--- config.mk ---
export PLATFORM = sky130hd
export DESIGN_NAME = i2s
export DESIGN_NICKNAME = d
export VERILOG_FILES = /design/src/rtl/i2s_pkg.sv /design/src/rtl/i2s.sv
export SDC_FILE = /design/constraint.sdc
export NUM_CORES = 1
export LEC_CHECK = 0
export BUFFER_PORTS_ARGS = -buffer_cell sky130_fd_sc_hd__clkbuf_2
export CAP_MARGIN = 0
export CORE_ASPECT_RATIO = 1.2
export CORE_MARGIN = 2
export CORE_UTILIZATION = 39
export DETAILED_ROUTE_END_ITERATION = 10
export PLACE_DENSITY = 0.68
export SLEW_MARGIN = 5
export SYNTH_ARGS = -nofsm -noshare
export SYNTH_HDL_FRONTEND = slang
export SYNTH_SLANG_ARGS = --single-unit
export TNS_END_PERCENT = 1
--- constraint.sdc ---
create_clock -name clock -period 2.9 [get_ports clock]
set_input_delay 0 -clock clock [delete_from_list [all_inputs] [get_ports clock]]
set_output_delay 0 -clock clock [all_outputs]
set_load 0.03 [all_outputs]
--- src/rtl/i2s_pkg.sv ---
// Shared audio constants and helpers for the I2S transmitter.
// Mixer-to-DAC word conversion and slot bit selection.
package i2s_pkg;

  localparam int SLOT_BITS  = 32;
  localparam int FRAME_BITS = 64;
  localparam int WORD_BITS  = 16;
  localparam int MIX_BITS   = 12;
  localparam int CNT_BITS   = $clog2(FRAME_BITS);

  // Unsigned mix to left-justified two's complement.
  function automatic logic [WORD_BITS-1:0] to_word(
    input logic [MIX_BITS-1:0] mix
  );
    return {~mix[MIX_BITS-1], mix[MIX_BITS-2:0], 4'b0000};
  endfunction

  // Bit driven at frame position cnt; one-bit delay after lrck edge.
  function automatic logic slot_bit(
    input logic [WORD_BITS-1:0] lw,
    input logic [WORD_BITS-1:0] rw,
    input logic [CNT_BITS-1:0]  cnt
  );
    logic [4:0]           k;
    logic [3:0]           idx;
    logic [WORD_BITS-1:0] w;
    k   = cnt[4:0];
    w   = cnt[5] ? rw : lw;
    idx = 4'(5'd16 - k);
    return (k != 5'd0 && k <= 5'd16) ? w[idx] : 1'b0;
  endfunction

endpackage

--- src/rtl/i2s.sv ---
// Philips I2S transmitter: 32 bit-clocks per slot, sck/lrck
// derived from the system clock, words latched once per frame.
module i2s
  import i2s_pkg::*;
#(
  parameter int DIV = 14
) (
  input  logic                clock,
  input  logic                reset,
  input  logic [MIX_BITS-1:0] laudio,
  input  logic [MIX_BITS-1:0] raudio,
  output logic                sck,
  output logic                lrck,
  output logic                sdata,
  output logic                sample
);

  localparam int DW = (DIV > 1) ? $clog2(DIV) : 1;
  localparam logic [DW-1:0] DIV_LAST = DW'(DIV - 1);

  logic [DW-1:0]        r_div;
  logic                 r_sck;
  logic [CNT_BITS-1:0]  r_cnt;
  logic                 r_lrck;
  logic                 r_sdata;
  logic                 r_sample;
  logic [WORD_BITS-1:0] r_lword;
  logic [WORD_BITS-1:0] r_rword;

  logic                 w_tick;
  logic                 w_fall;
  logic                 w_wrap;
  logic [CNT_BITS-1:0]  w_cnt_nxt;
  logic [WORD_BITS-1:0] w_lword_nxt;
  logic [WORD_BITS-1:0] w_rword_nxt;

  assign w_tick      = (r_div == DIV_LAST);
  assign w_fall      = w_tick & r_sck;
  assign w_cnt_nxt   = r_cnt + 1'b1;
  assign w_wrap      = w_fall && (r_cnt == CNT_BITS'(FRAME_BITS - 1));
  assign w_lword_nxt = w_wrap ? to_word(laudio) : r_lword;
  assign w_rword_nxt = w_wrap ? to_word(raudio) : r_rword;

  always_ff @(posedge clock) begin
    if (!reset) begin
      r_div    <= '0;
      r_sck    <= 1'b0;
      r_cnt    <= '0;
      r_lrck   <= 1'b0;
      r_sdata  <= 1'b0;
      r_sample <= 1'b0;
      r_lword  <= '0;
      r_rword  <= '0;
    end else begin
      r_div    <= w_tick ? '0 : r_div + 1'b1;
      r_sample <= w_wrap;
      r_lword  <= w_lword_nxt;
      r_rword  <= w_rword_nxt;
      if (w_tick) r_sck <= ~r_sck;
      // Serial outputs move only on the sck falling edge.
      if (w_fall) begin
        r_cnt   <= w_cnt_nxt;
        r_lrck  <= w_cnt_nxt[5];
        r_sdata <= slot_bit(w_lword_nxt, w_rword_nxt, w_cnt_nxt);
      end
    end
  end

  assign sck    = r_sck;
  assign lrck   = r_lrck;
  assign sdata  = r_sdata;
  assign sample = r_sample;

endmodule

==> flow_summary_export.csv, run 1 <==
group,metric,value,unit
power,seqPwrFrac,57.8,%
placed_design,numPortBuffers,29,
power,worst_ir_drop_vdd,0.2716,mV
synthesis,synth_edf_count,0,
worst_setup_path,arrival,2.81,ns
synthesis,ys_seq_elements,45,
final_layout,fin_cells,430,
global_routing,grt_first_pass_wirelength,9.860,mm
timing,fin_crit_sh,89.08,%
power,p_per_area,373.5,nW/um^2
clock_network,clk_path_buf_depth,2,
final_layout,fill_cells,599,
outcome,status,"finished clean",
route,firstDrtPassIters,5,
power,pwr-share-clk,35.9,%
clock_network,clock-root-buffer,"clkbuf_8",
timing,rsz0062_at_grt,"no",
worst_setup_path,critPathCaptureType,"register",
final_layout,drive_gt1_share,16.09,%
route,via_per_inst,5.351,
worst_hold_path,worstHoldPathCells,3,
worst_hold_path,hp-class,"input pin to register",
timing,hold_violations,0,
timing,fmax,0.3871,GHz
route,drtIter0Drc,190,
clock_network,cts_buffers,5,
placed_design,dpl.hpwl,4.170,mm
route,wl,5.928,mm
worst_setup_path,cp_max_fo,9,
synthesis,synth_warnings,0,
final_layout,fin_nets,376,
route,wl_per_cell,13.79,um
clock_network,clk_pin_slew,0.08,ns
global_routing,grt_overflow,0,
floorplanning,die_x,74.97,um
synthesis,synth_area_per_cell,7.884,um^2
final_layout,layout_common_cells,"56 x nand2_1, 45 x dfxtp_1, 29 x a21oi_1, 29 x clkbuf_2",
timing,clock-skew-final,0.006014,ns
timing,finalMaxSlewViolations,0,
worst_setup_path,reg2reg_depth,7,
synthesis,synthDistinctLibCells,50,
synthesis,syn-num-nets,328,
timing,tns,0,ns
power,p_sw,249.7,uW
synthesis,synth_ff_type,"dfxtp_1",
clock_network,cts.sinks,45,
timing,fin_crit,2.583,ns
floorplanning,die_y,89.17,um
clock_network,cts-htree-levels,2,
route,drc_errors,0,
worst_setup_path,crit_chain,"ha_1 > and4_1 > and4_1 > mux2i_1 > a2111oi_2 > o211ai_1 > a41oi_2",
global_routing,first_global_vias,2016,
synthesis,async_flop_share,0,%
worst_setup_path,cp.required,3.13,ns
clock_network,cts_tree,"done",
timing,setup_violations,0,
timing,worst-slew-pin-transition,0.5785,ns
run,drv_cap,0,
final_layout,final_common_cell,"nand2_1",
clock_network,cts_resized,0,
power,pwr-share-comb,6.3,%
floorplanning,ioPinCount,30,
global_routing,grt_max_degree,19,
global_routing,antenna_found_initial,0,
final_layout,syn_to_final_growth,22.72,%
final_layout,multi_input_area,1329,um^2
synthesis,synth_area,2357,um^2
synthesis,synth_seq_area_share,38.22,%
worst_setup_path,crit_top_cell,"and4_1",
route,antenna_left,0,
floorplanning,dieArea,6685,um^2
placed_design,post-place-cells,399,
power,p_int,830.7,uW
clock_network,post-cts-setup-buffer-count,0,
power,netSwitchingFraction,23.11,%
synthesis,syn_inst,299,
worst_setup_path,slowest_delay,0.44,ns
final_layout,register_area,900.9,um^2
clock_network,clkLatencyLatePin,0.30,ns
worst_setup_path,critPathLaunchType,"register",
final_layout,antenna_cells,0,
worst_setup_path,cp_slowest_cell,"and4_1",
placed_design,gp_congestion,0.8552,
worst_setup_path,path_class,"register to register",
global_routing,grt_usage,19.01,%
floorplanning,coreArea,5934,um^2
timing,max_slew_margin,61.38,%
floorplanning,initial_core_util,39.72,%
route,vias,2301,
floorplanning,fp-row-count,31,
power,power.leakage,0.001065,uW
power,power.total,1080,uW
state kept, by name, summed over array words and instances (netlist names):
signal / cells
r_cnt: 6
r_div: 4
r_lword: 16
r_rword: 16
sample: 1
sck: 1
sdata: 1
power by group through the flow:
stage,Sequential [uW],Clock (uW),Combinational (uW)
2_1_floorplan,638,0,18.1
3_3_place_gp,639,0,43.6
3_5_place_dp,639,0,43.6
4_1_cts,625,396,67.9
5_1_grt,626,422,75.2
6_report,625,388,67.9
worst paths after layout:
kind,endpoint,start,slack [ns]
setup / recovery,sdata$_SDFFE_PN0P_,r_div[0]$_SDFF_PP0_,0.32
hold / removal,r_rword[5]$_SDFF_PN0_,raudio[1],0.007
setup reg to reg,sdata$_SDFFE_PN0P_,r_div[0]$_SDFF_PP0_,0.32
hold reg to reg,r_lword[13]$_SDFF_PN0_,r_lword[13]$_SDFF_PN0_,0.46
what timing repair did:
action / CTS / global route
setup endpoints to repair: 0 / 0
hold buffers: 23 / 0
hold endpoints to repair: 23 / 0
stage by stage:
stage | utilization, % | hold WS (ns) | setup WS [ns] | area (um^2)
6_report | 48.75 | 0.006844 | 0.3168 | 2893
2_1_floorplan | - | 0.08993 | 0.8225 | 2357
5_1_grt | 48.75 | 0.05534 | 0.09999 | 2893
3_3_place_gp | 43.45 | 0.1913 | 0.3486 | 2579
4_1_cts | 48.75 | 0.004626 | 0.3050 | 2893
3_5_place_dp | 43.45 | 0.2062 | 0.3235 | 2579
cell families (layout without fill, tap and decap cells):
logic type,after synthesis,in the layout,share of synthesized area [%]
and+or+nand+nor,133,133,26.43
AOI/OAI and AO/OA,70,70,19.37
DFF,45,45,38.22
buffers and inverters,27,76,5.413
muxes,13,13,5.679
xor gates and xnor gates,8,8,3.291
adders and majority gates,3,3,1.593
critical path, delay by kind of cell, from the launching register on:
kind / cells / cell delay, ns
and+or+nand+nor: 2 / 0.86
adders and majority gates: 1 / 0.26
muxes: 1 / 0.16
AOI/OAI and AO/OA: 3 / 0.83
DFF: 1 / 0.40
cell type report:
cell class,count,share of cell area [%]
flip-flops and latches,45,31.14
well taps,82,3.547
clock inverters,1,0.2595
repair buffers,63,15.83
inverters,5,0.6488
clock buffers,7,2.638
multi-input cells,227,45.93
routing by layer:
layer | track usage (%) | wire (um)
met1 | 26.21 | 2694
met2 | 29.59 | 2765
met5 | 0 | 0
met3 | 3.269 | 301
met4 | 7.143 | 166
cells in the mapped netlist (2+ instances only):
| library cell | instances | area share (%) |
|---|---|---|
| mux2_2 | 3 | 1.4 |
| ha_1 | 3 | 1.6 |
| o221ai_1 | 2 | 0.74 |
| buf_2 | 5 | 1.1 |
| buf_4 | 3 | 0.96 |
| and4_1 | 2 | 0.74 |
| dfxtp_1 | 45 | 38 |
| o311ai_0 | 3 | 1.1 |
| nand2b_1 | 3 | 0.80 |
| and3_1 | 10 | 2.7 |
| o31ai_1 | 3 | 0.96 |
| or2_2 | 2 | 0.53 |
| xor2_1 | 3 | 1.1 |
| nand2_1 | 56 | 8.9 |
| nor2_1 | 23 | 3.7 |
| a31oi_1 | 3 | 0.80 |
| nand4_1 | 4 | 1.1 |
| o211ai_1 | 4 | 1.3 |
| and2_1 | 2 | 0.53 |
| mux2i_1 | 10 | 4.2 |
| xnor2_1 | 4 | 1.5 |
| nand3_1 | 8 | 1.7 |
| clkbuf_1 | 12 | 1.9 |
| a21oi_1 | 29 | 6.2 |
| nor3_1 | 12 | 2.5 |
| a211oi_1 | 6 | 1.9 |
| or3_1 | 5 | 1.3 |
| o21ai_0 | 9 | 1.9 |
| inv_1 | 4 | 0.64 |
No activity file was read; power rests on OpenSTA's default activity.
==> inputs of run 2 (changes only) <==
==> constraint.sdc (replaced) <==
create_clock -name clock -period 2.9 [get_ports clock]
set_input_delay 0.58 -clock clock [delete_from_list [all_inputs] [get_ports clock]]
set_output_delay 0.58 -clock clock [all_outputs]
set_load 0.03 [all_outputs]
==> flow_summary_export.csv, run 2 (same netlist as run 1, synthesis figures left out) <==
group,metric,value,unit
outcome,status,"finished clean",
route,drtIter0Drc,190,
clock_network,cts_tree,"done",
timing,rsz0062_at_grt,"no",
final_layout,fin_cells,407,
final_layout,fin_nets,353,
clock_network,cts_buffers,5,
final_layout,biggestRegsByFlops,"r_lword (16), r_rword (16), r_cnt (6)",
floorplanning,coreArea,5934,um^2
clock_network,hold_buffers,0,
clock_network,cts-htree-levels,2,
final_layout,antenna_cells,0,
timing,clock-skew-final,0.005486,ns
clock_network,post-cts-setup-buffer-count,0,
timing,worst-slew-pin-transition,0.5609,ns
global_routing,grt_overflow,0,
global_routing,grt_first_pass_wirelength,9.604,mm
placed_design,dpl.hpwl,4.170,mm
global_routing,grt_max_degree,19,
worst_setup_path,cp.required,3.06,ns
floorplanning,die_x,74.97,um
final_layout,multi_input_area,1329,um^2
placed_design,numPortBuffers,29,
worst_setup_path,critPathLaunchType,"register",
clock_network,clkLatencyLatePin,0.30,ns
route,wl_per_cell,14.02,um
placed_design,placed_cell_area,2579,um^2
final_layout,fill_cells,623,
placed_design,gp_congestion,0.8552,
global_routing,first_global_vias,1941,
route,antenna_left,0,
final_layout,final_common_cell,"nand2_1",
clock_network,cts.sinks,45,
route,drc_errors,0,
power,p_per_area,396.9,nW/um^2
timing,tns,0,ns
worst_hold_path,hp-class,"register to register",
timing,fmax,0.3842,GHz
clock_network,clk_pin_slew,0.08,ns
floorplanning,dieArea,6685,um^2
worst_setup_path,arrival,2.77,ns
global_routing,antenna_found_initial,0,
clock_network,cts_resized,0,
floorplanning,die_y,89.17,um
route,wl,5.705,mm
worst_setup_path,cp_max_fo,17,
route,firstDrtPassIters,4,
route,via_per_inst,5.324,
final_layout,drive_gt1_share,17.23,%
power,power.total,1057,uW
route,vias,2167,
clock_network,clock-root-buffer,"clkbuf_8",
floorplanning,initial_core_util,39.72,%
timing,fin_crit_sh,89.75,%
clock_network,clk_path_buf_depth,2,
final_layout,register_area,900.9,um^2
power,worst_ir_drop_vdd,0.2625,mV
final_layout,layout_common_cells,"56 x nand2_1, 45 x dfxtp_1, 29 x a21oi_1, 29 x clkbuf_2, 23 x nor2_1",
final_layout,postLayoutCellArea,2663,um^2
timing,finalMaxSlewViolations,0,
power,power.leakage,0.0009684,uW
global_routing,grt_usage,18.52,%
final_layout,syn_to_final_growth,12.95,%
worst_setup_path,path_class,"register to register",
timing,hold_slack,0.4570,ns
placed_design,post-place-cells,399,
timing,setup_violations,0,
timing,fin_crit,2.603,ns
run,drv_cap,0,
floorplanning,fp-row-count,31,
timing,max_slew_margin,62.55,%
worst_setup_path,critPathCaptureType,"register",
timing,hold_violations,0,
floorplanning,ioPinCount,30,
[run 2: cell count changes in the layout (fill, tap and decap cells not counted)]
cell           before  now
dlygate4sd3_1      23    0
[run 2: layout make-up]
cell class / count / area share, %
multi-input cells: 227 / 49.91
flip-flops and latches: 45 / 33.83
well taps: 82 / 3.853
clock inverters: 1 / 0.2820
inverters: 5 / 0.7049
clock buffers: 7 / 2.867
repair buffers: 40 / 8.553
[run 2: layer usage]
metal | track usage (%) | vias up | part of all wire (%)
li1 | - | 1113 | -
met1 | 25.99 | 990 | 46
met2 | 28.31 | 54 | 47
met3 | 3.382 | 10 | 5.0
met4 | 6.656 | 0 | 1.9
met5 | 0 | - | 0
[run 2: worst paths after layout]
kind                                             start                     end  slack, ns  cells past startpoint
worst max-delay path               r_div[0]$_SDFF_PP0_      sdata$_SDFFE_PN0P_       0.30                      7
worst min-delay path            r_lword[13]$_SDFF_PN0_  r_lword[13]$_SDFF_PN0_       0.46                      2
worst max register to register     r_div[0]$_SDFF_PP0_      sdata$_SDFFE_PN0P_       0.30                      7
worst min register to register  r_lword[13]$_SDFF_PN0_  r_lword[13]$_SDFF_PN0_       0.46                      2
[run 2: metrics by stage]
step                worst slack, ns  util [%]
floorplan                    0.8225         -
global placement             0.3486     43.45
detailed placement           0.3235     43.45
CTS                          0.3050     44.87
global route                 0.1015     44.87
finish                       0.2973     44.87
[run 2: worst max-delay path: stages (launching register included)]
cell      delay (ns)
dfxtp_1         0.41
ha_1            0.26
and4_1          0.42
and4_1          0.43
buf_4           0.29
nor3_1          0.07
o311ai_0        0.43
a41oi_2         0.16
[run 2: power breakdown]
part / switching, uW / internal, uW
logic: 24.4 / 19.1
registers: 4.00 / 621
clock network: 218 / 171
total: 246 / 811
==> inputs of run 3 (changes only) <==
--- a/config.mk
+++ b/config.mk
@@ -9,9 +9,10 @@
 export CAP_MARGIN = 0
 export CORE_ASPECT_RATIO = 1.2
 export CORE_MARGIN = 2
-export CORE_UTILIZATION = 39
+export CORE_UTILIZATION = 57
 export DETAILED_ROUTE_END_ITERATION = 10
-export PLACE_DENSITY = 0.68
+export GPL_TIMING_DRIVEN = 0
+export PLACE_DENSITY = 0.9
 export SLEW_MARGIN = 5
 export SYNTH_ARGS = -nofsm -noshare
 export SYNTH_HDL_FRONTEND = slang
==> flow_summary_export.csv, run 3 (same netlist as run 1, synthesis figures left out) <==
group,metric,value,unit
timing,fin_crit,2.557,ns
power,power.leakage,0.0009818,uW
timing,setup_violations,0,
timing,fin_crit_sh,88.17,%
floorplanning,fp-row-count,25,
global_routing,grt_first_pass_wirelength,10.42,mm
route,wl_per_cell,16.40,um
final_layout,antenna_cells,0,
placed_design,dpl.hpwl,4.498,mm
worst_setup_path,arrival,2.72,ns
final_layout,syn_to_final_growth,12.84,%
power,pwr-share-clk,37.3,%
route,via_per_inst,6.087,
timing,fmax,0.3911,GHz
power,seqPwrFrac,58.5,%
route,wl,6.381,mm
final_layout,biggestRegsByFlops,"r_lword (16), r_rword (16), r_cnt (6)",
final_layout,drive_gt1_share,16.72,%
clock_network,clk_path_buf_depth,2,
final_layout,fin_nets,364,
worst_setup_path,critPathCaptureType,"register",
placed_design,gp_congestion,1.007,
floorplanning,initial_core_util,59.81,%
clock_network,cts_resized,0,
floorplanning,ioPinCount,30,
timing,worst-slew-pin-transition,0.6138,ns
final_layout,layout_common_cells,"56 x nand2_1, 45 x dfxtp_1, 30 x clkbuf_2, 29 x a21oi_1, 23 x nor2_1",
global_routing,first_global_vias,2165,
timing,finalMaxSlewViolations,0,
global_routing,grt_overflow,0,
run,drv_cap,0,
clock_network,clock-root-buffer,"clkbuf_8",
timing,tns,0,ns
timing,rsz0062_at_grt,"no",
floorplanning,coreArea,3941,um^2
clock_network,cts.sinks,45,
power,p_sw,240.2,uW
floorplanning,die_y,74.45,um
global_routing,grt_usage,28.74,%
final_layout,multi_input_area,1329,um^2
final_layout,final_core_utilization,67.49,%
worst_setup_path,cp.required,3.06,ns
power,p_int,828.7,uW
clock_network,cts-htree-levels,2,
clock_network,clkLatencyLatePin,0.30,ns
placed_design,numPortBuffers,29,
route,drtIter0Drc,232,
worst_setup_path,critPathLaunchType,"register",
worst_setup_path,cp_max_fo,7,
final_layout,fill_cells,349,
clock_network,cts_tree,"done",
worst_hold_path,hp-class,"register to register",
global_routing,antenna_found_initial,0,
final_layout,register_area,900.9,um^2
timing,max_slew_margin,59.08,%
clock_network,cts_buffers,5,
timing,hold_violations,0,
power,pwr-share-comb,4.2,%
route,drc_errors,2,
global_routing,grt_max_degree,14,
route,antenna_left,0,
floorplanning,die_x,62.71,um
final_layout,final_common_cell,"nand2_1",
timing,clock-skew-final,0.01053,ns
clock_network,hold_buffers,0,
power,netSwitchingFraction,22.47,%
clock_network,post-cts-setup-buffer-count,0,
power,p_per_area,401.8,nW/um^2
route,vias,2368,
floorplanning,dieArea,4668,um^2
outcome,violations,"design-rule violations",
route,firstDrtPassIters,8,
worst_setup_path,path_class,"register to register",
power,worst_ir_drop_vdd,0.3729,mV
outcome,status,"finished, violations left",
clock_network,clk_pin_slew,0.09,ns
==> run 3: changes by cell type in the layout (fill, tap and decap cells not counted), sizes merged <==
cell	previous run	this run
buf	11	9
clkbuf	36	48
==> run 3: power by group through the flow <==
stage | Combinational (uW) | Clock, uW | Sequential [uW]
final | 44.8 | 399 | 625
after global routing | 50.5 | 423 | 626
after CTS | 44.5 | 404 | 625
after detailed placement | 44.4 | 0 | 639
after global placement | 42.6 | 0 | 639
after floorplan | 18.1 | 0 | 638
==> run 3: critical path, cell delays in order (launching register included) <==
cell and delay (ns):
dfxtp_1 0.46, ha_1 0.27, nand2_1 0.22, nor3_1 0.54
a21oi_1 0.19, o221a_2 0.30, o211ai_1 0.16, a41o_1 0.22
a41oi_2 0.05
==> run 3: per-stage QoR <==
step           setup WS, ns  std cells  hold WS, ns  instance area (um^2)  power, uW
2_1_floorplan        0.8225        299       0.4280                  2357      656.5
3_3_place_gp         0.5204        382       0.4398                  2570      681.5
3_5_place_dp         0.4425        382       0.4469                  2570      683.7
4_1_cts              0.4412        389       0.4539                  2660       1073
5_1_grt              0.2075        389       0.4663                  2660       1099
6_report             0.3430        389       0.4587                  2660       1069
==> run 3: final cells by class <==
| cell class | instances | area share (%) |
|---|---|---|
| buffer | 22 | 4.092 |
| clock buffer | 6 | 3.104 |
| clock inverter | 1 | 0.2822 |
| inverter | 5 | 0.7056 |
| multi-input combinational | 227 | 49.95 |
| sequential | 45 | 33.87 |
| tap | 54 | 2.540 |
| timing repair buffer | 29 | 5.456 |
==> run 3: layer usage <==
layer / up-vias / routed length, um / GRT usage [%]
li1: 1131 / - / -
met5: - / 0 / 0
met1: 1068 / 2532 / 36.36
met3: 25 / 610 / 6.505
met4: 0 / 221 / 12.35
met2: 144 / 3017 / 47.91
==> run 3: path summary, 6_finish.rpt <==
kind	start	to	slack [ns]	depth (start not counted)
min	r_rword[11]$_SDFF_PN0_	r_rword[11]$_SDFF_PN0_	0.46	2
max reg2reg	r_cnt[0]$_SDFFE_PN0P_	sdata$_SDFFE_PN0P_	0.34	8
min reg2reg	r_rword[11]$_SDFF_PN0_	r_rword[11]$_SDFF_PN0_	0.46	2
max	r_cnt[0]$_SDFFE_PN0P_	sdata$_SDFFE_PN0P_	0.34	8
